## src/rtl/serial_pkg.sv

```systemverilog
// Shared definitions for the two-wire serial master/receiver pair.
package serial_pkg;

    localparam int DEF_MESSAGE_LENGTH = 8;

    typedef enum logic {
        IDLE    = 1'b0,
        RECEIVE = 1'b1
    } state_t;

    // Counter width for indexing n bits; never narrower than one bit.
    function automatic int cnt_width(input int n);
        return ($clog2(n) < 1) ? 1 : $clog2(n);
    endfunction

    localparam int DEF_CNT_W = cnt_width(DEF_MESSAGE_LENGTH);

endpackage

```

## src/rtl/line_sync.sv

```systemverilog
// Multi-flop synchroniser for one bus line plus a history flop for edge detection.
module line_sync #(
    parameter int SYNC_STAGES = 2
) (
    input  logic clk,
    input  logic rst,
    input  logic d,
    output logic s,
    output logic p
);

    logic [SYNC_STAGES-1:0] chain;

    // Both lines idle high, so resetting to 1 keeps reset release event-free.
    always_ff @(posedge clk) begin
        if (rst) begin
            chain <= '1;
            p     <= 1'b1;
        end else begin
            chain <= {chain[SYNC_STAGES-2:0], d};
            p     <= chain[SYNC_STAGES-1];
        end
    end

    assign s = chain[SYNC_STAGES-1];

endmodule

```

## src/rtl/serial_receiver.sv

```systemverilog
// Recovers LSB-first words from the sda/scl bus and presents them on a one-entry valid/ready register.
module serial_receiver
    import serial_pkg::*;
#(
    parameter int MESSAGE_LENGTH = DEF_MESSAGE_LENGTH,
    parameter int SYNC_STAGES    = 2
) (
    input  logic                      clk,
    input  logic                      rst,
    input  logic                      sda,
    input  logic                      scl,
    output logic [MESSAGE_LENGTH-1:0] out_data,
    output logic                      out_valid,
    input  logic                      out_ready,
    output logic                      busy,
    output logic                      overrun,
    output logic                      frame_err
);

    localparam int CNT_W = cnt_width(MESSAGE_LENGTH);
    localparam logic [CNT_W-1:0] LAST_BIT = CNT_W'(MESSAGE_LENGTH - 1);

    logic sda_s, sda_p, scl_s, scl_p;
    logic start_ev, stop_ev, bit_ev;

    state_t                    state, state_n;
    logic [CNT_W-1:0]          bit_cnt, bit_cnt_n;
    logic [MESSAGE_LENGTH-1:0] shift, shift_n;
    logic                      word_done;
    logic                      frame_err_n;

    line_sync #(.SYNC_STAGES(SYNC_STAGES)) u_sda_sync (
        .clk (clk),
        .rst (rst),
        .d   (sda),
        .s   (sda_s),
        .p   (sda_p)
    );

    line_sync #(.SYNC_STAGES(SYNC_STAGES)) u_scl_sync (
        .clk (clk),
        .rst (rst),
        .d   (scl),
        .s   (scl_s),
        .p   (scl_p)
    );

    // START/STOP need scl steady high across both samples, so they can never
    // coincide with a BIT event.
    assign start_ev = scl_s && scl_p &&  sda_p && !sda_s;
    assign stop_ev  = scl_s && scl_p && !sda_p &&  sda_s;
    assign bit_ev   = scl_s && !scl_p;

    always_ff @(posedge clk) begin
        if (rst) begin
            state   <= IDLE;
            bit_cnt <= '0;
            shift   <= '0;
        end else begin
            state   <= state_n;
            bit_cnt <= bit_cnt_n;
            shift   <= shift_n;
        end
    end

    always_comb begin
        state_n     = state;
        bit_cnt_n   = bit_cnt;
        shift_n     = shift;
        word_done   = 1'b0;
        frame_err_n = 1'b0;
        unique case (state)
            IDLE: begin
                if (start_ev) begin
                    state_n   = RECEIVE;
                    bit_cnt_n = '0;
                    shift_n   = '0;
                end
            end
            RECEIVE: begin
                if (stop_ev) begin
                    state_n     = IDLE;
                    frame_err_n = (bit_cnt != '0);
                    bit_cnt_n   = '0;
                    shift_n     = '0;
                end else if (start_ev) begin
                    frame_err_n = (bit_cnt != '0);
                    bit_cnt_n   = '0;
                    shift_n     = '0;
                end else if (bit_ev) begin
                    shift_n[bit_cnt] = sda_s;
                    if (bit_cnt == LAST_BIT) begin
                        word_done = 1'b1;
                        bit_cnt_n = '0;
                    end else begin
                        bit_cnt_n = bit_cnt + CNT_W'(1);
                    end
                end
            end
            default: state_n = IDLE;
        endcase
    end

    // A completing word can replace the current one only if it is being consumed this cycle.
    always_ff @(posedge clk) begin
        if (rst) begin
            out_data  <= '0;
            out_valid <= 1'b0;
            overrun   <= 1'b0;
            frame_err <= 1'b0;
        end else begin
            overrun   <= 1'b0;
            frame_err <= frame_err_n;
            if (word_done) begin
                if (!out_valid || out_ready) begin
                    out_data  <= shift_n;
                    out_valid <= 1'b1;
                end else begin
                    overrun <= 1'b1;
                end
            end else if (out_valid && out_ready) begin
                out_valid <= 1'b0;
            end
        end
    end

    assign busy = (state == RECEIVE);

endmodule

```

## config.mk

```make
export PLATFORM = sky130hd
export DESIGN_NAME = serial_receiver
export DESIGN_NICKNAME = d
export VERILOG_FILES = /design/src/rtl/serial_pkg.sv /design/src/rtl/line_sync.sv /design/src/rtl/serial_receiver.sv
export SDC_FILE = /design/constraint.sdc
export NUM_CORES = 1
export LEC_CHECK = 0
export ABC_AREA = 1
export ABC_CLOCK_PERIOD_IN_PS = 2700
export CORE_UTILIZATION = 49
export CTS_CLUSTER_DIAMETER = 150
export DETAILED_ROUTE_END_ITERATION = 8
export PLACE_DENSITY = 0.84
export SYNTH_ARGS = -nofsm -noshare
export SYNTH_HDL_FRONTEND = slang
export SYNTH_SLANG_ARGS = --single-unit
```

## constraint.sdc

```tcl
create_clock -name clk -period 2.7 [get_ports clk]
set_input_delay 0.27 -clock clk [delete_from_list [all_inputs] [get_ports clk]]
set_output_delay 0.27 -clock clk [all_outputs]
set_load 0.02 [all_outputs]
```

==> results.md <==
Cells and area:
- In the final layout, the share of cells above drive strength 1 is 0.0880.
- For this run, the post-layout net count is 223.
- Registers take 581 µm².
- The final cell count without fillers is around 250.
- From synthesis to final layout, the design area changed by 17.2%.
- The multi-input combinational cells in the finished layout cover a total of roughly 670 µm².
- Once layout is done, the placed cells without fillers occupy 1600 µm².
- The count of filler cells inserted in the layout is around 240.
- The diode insertion count for antenna repair is 0.
- For this run, the share of the core covered by cells in the final layout is 0.628.

Worst setup path:
- Data on the critical path is required at its endpoint by roughly 2.4 ns.
- The setup check on the worst reg-to-reg path leaves a slack of slightly above 0.9 ns.
- The signal arrival time at the worst endpoint is between 1.5 and 2 ns.
- The critical path goes through clkdlybuf4s50_1.
- In this design, the stage delay of the slowest critical-path cell is roughly 0.66 ns.
- The combined buffer and inverter count along the critical path is 1.
- The slowest stage of the critical path is the clkdlybuf4s50_1 cell.
- STA classifies the critical path startpoint as a flip-flop.
- By startpoint and endpoint, the worst setup path is classified as flip-flop to primary output.
- STA classifies the critical path endpoint as a primary output.
- The cell family contributing the most delay on the critical path is buffers and inverters.
- In this run the worst path has a maximum fanout of 7.

Logic synthesis:
- The largest family of logic cells by synthesized area is simple AND/OR/NAND/NOR gates.
- The distinct cell type count of the synthesized netlist is 19.
- The fraction of the mapped netlist area in compound gates is 0.0761.
- The post-synthesis instance total is 196.
- The number of storage elements in the synthesis netlist is 29.
- The area of the mapped netlist is between 1000 and 1500 µm².
- Of the total synthesized cell area, the portion taken by XOR and XNOR cells is 0.
- The portion of synthesized area spent on multiplexers is 0.
- For this run, the register share of the synthesized area comes to 0.426.
- Averaged over all synthesized cells, the footprint is between 6 and 7 µm².
- The post-synthesis share of cell area spent on and, or, nand and nor gates is 0.385.
- The fraction of the mapped netlist area in adder cells is 0.0275.
- In the post-synthesis netlist, the biggest area contributors are dfxtp_1, nand2_1, nor2_1, nand3_1, inv_1.
- Yosys printed 0 warnings.
- Of the post-synthesis cell area, the dominant cell type holds 0.426.
- The cell type contributing the most total cell area after synthesis is dfxtp_1.
- When the netlist entered floorplanning its net count stood at between 200 and 250.

Placement:
- The post-detailed-placement half-perimeter wirelength is between 1.5 and 2 mm.
- The final weighted congestion in routability-driven placement is roughly 0.87.
- The number of port buffers is 16.
- The placed instances occupy a cell area of 1530 µm².
- The cell count after placement is 238.
- The worst setup slack after placement is 0.958 ns.

Global routing:
- The first global-routing pass estimated 4.37 mm of wire.
- For this run the aggregate overflow at the end of global routing stands at 0.
- Entering global routing, the biggest net connects 24 pins.
- The initial antenna violation count is 0.
- The via count of the first global-routing pass was approximately 1100.
- The combined global-route utilization of all metal layers is 0.210.

STA:
- The number of hold violations in the final report is 0.
- The final critical-path share of the clock period is 0.658.
- Timing would allow up to approximately 560 MHz.
- The total negative slack for setup checks is 0 ns.
- The setup clock skew after layout is 0.0128 ns.
- The worst slew margin relative to its limit is 0.721.
- The count of final setup violators is 0.
- The transition time at the pin with the least slew margin is roughly 0.42 ns.
- Setup repair after global routing left no endpoint under its margin.
- The final-report max-slew violation count is 0.
- The final worst-path setup slack is roughly 0.9 ns.
- The worst path needs roughly 1.8 ns of the cycle, external delays included.
- The final-layout worst hold slack is 0.411 ns.

Drt:
- After detailed routing, the number of remaining DRC violations is 0.
- The total routed wirelength is around 2.6 mm.
- The routed layout has around 1200 vias.
- Using the TritonRoute via totals, the vias-per-cell ratio works out to between 5 and 6.
- The average routed wire per standard cell is about 10 µm.
- The count of nets left with antenna violations once routing finished came out at 0.
- The number of detailed-route iterations in the first pass is 4.
- The violation count after the first detailed-route iteration is 41.

Floorplan:
- The area inside the core boundary is roughly 2500 µm².
- The floorplan has 18 rows.
- During I/O placement, the number of pins put on the boundary was 17.
- The die covers 3000 µm².
- From bottom edge to top edge, the die measures around 55 µm.
- Measured along the x axis, the die boundary spans 54.8 µm.
- The initial utilization of the core area, before any placement, comes to 0.536.

Power:
- The relative contribution of sequential cells to total power is 0.549.
- For this design the static power due to leakage is 0.720 nW.
- The share of total power dissipated in combinational logic is 0.079.
- Summed over all nets, the switching power comes to about 0.21 mW.
- Of the total power, the share spent switching nets is 0.253.
- The share of power burned in the clock network is 0.371.
- The maximum vdd drop is about 450 µV.
- The internal portion of the total power is 0.610 mW.
- The power per cell area is 511 nW/µm².
- The design draws between 0.8 and 0.9 mW.

Clock tree:
- The clock net sink count is 29.
- The number of post-CTS setup repair buffers is 0.
- The total of cells resized after clock tree synthesis is 0.
- The count of hold-fix buffers inserted at cts is 0.
- TritonCTS built the clock tree.
- The root cell of the clock tree is clkbuf_4.
- No sink is reached through more buffers than the 2 on the longest clock path.
- CTS built an H-tree with a depth of 2.
- The number of buffers created by CTS is 5.
- After clock tree synthesis, the clock-pin slew on the worst setup and hold paths is 0.09 ns.
- At the later pin of the worst-skew pair, clock insertion delay measures 0.34 ns.

Run:
- The count of maximum capacitance violations is 0.

Outcome:
- The flow ran to the end, and the final reports show no timing, DRC or antenna violations.

Worst hold path:
- The path type of the worst min-delay path is flip-flop to flip-flop.
==> routing by layer <==
layer,global-route usage,share of wire,wire [µm],vias to the layer above
li1,-,-,-,655
met1,0.231,0.45,1160,538
met2,0.353,0.46,1190,33
met3,0.0750,0.067,173,6
met4,0.0983,0.019,50,0
met5,0,0,0,-
==> cell families after synthesis <==
group / after synthesis
AND/OR/NAND/NOR: 121
AO/OA/AOI/OAI: 18
buffers and inverters: 25
flip-flops: 29
adder cells (fa/ha/maj): 3
==> power groups by stage <==
stage	Combinational (mW)	Sequential (mW)	Clock, mW
after global routing	0.0733	0.450	0.324
final	0.0648	0.448	0.303
after detailed placement	0.0652	0.458	0
after CTS	0.0655	0.448	0.307
after floorplan	0.0503	0.454	0
after global placement	0.0630	0.458	0
==> state kept, by name, indices dropped and copies added, names as in the netlist <==
name and count:
u_sda_sync.chain 2, busy 1, bit_cnt 3, out_valid 1, u_scl_sync.chain 2, shift 8
frame_err 1, overrun 1, u_sda_sync.p 1, u_scl_sync.p 1, out_data 8
==> final cells by class <==
type | instances | area share
clock buffer | 7 | 0.0407
sequential | 29 | 0.363
timing repair buffer | 17 | 0.105
multi-input combinational | 142 | 0.417
inverter | 20 | 0.0470
clock inverter | 1 | 0.00313
tap | 30 | 0.0235
==> synth_stat cells <==
library cell	n
a211oi_1	1
a21oi_1	12
a21oi_4	1
buf_6	3
clkbuf_1	2
dfxtp_1	29
ha_1	3
inv_1	19
inv_2	1
nand2_1	55
nand3_1	23
nand3_4	1
nand4_1	2
nor2_1	32
nor2_2	2
nor2_4	1
nor3_1	1
o21ai_0	4
or2_2	4
==> placed cells by master, fill, tap and decap left out, types with 2 or more instances in the layout <==
cell / n
clkbuf_4: 5
nand2_1: 55
a21oi_1: 12
nor2_2: 2
nand3_1: 23
o21ai_0: 4
ha_1: 3
nand4_1: 2
inv_1: 19
clkdlybuf4s50_1: 16
dfxtp_1: 29
nor2_1: 32
or2_2: 4
clkbuf_8: 2
==> worst paths after layout <==
check / from / to / cells past startpoint
worst max-delay path: busy$_SDFF_PP0_ / busy / 1
worst min register to register: u_sda_sync.chain[0]$_SDFF_PP1_ / u_sda_sync.chain[1]$_SDFF_PP1_ / 1
worst min-delay path: u_sda_sync.chain[0]$_SDFF_PP1_ / u_sda_sync.chain[1]$_SDFF_PP1_ / 1
worst max register to register: bit_cnt[0]$_SDFFE_PP0P_ / out_data[7]$_SDFFE_PP0P_ / 7
Note: power is estimated with default switching activity, not from simulation.
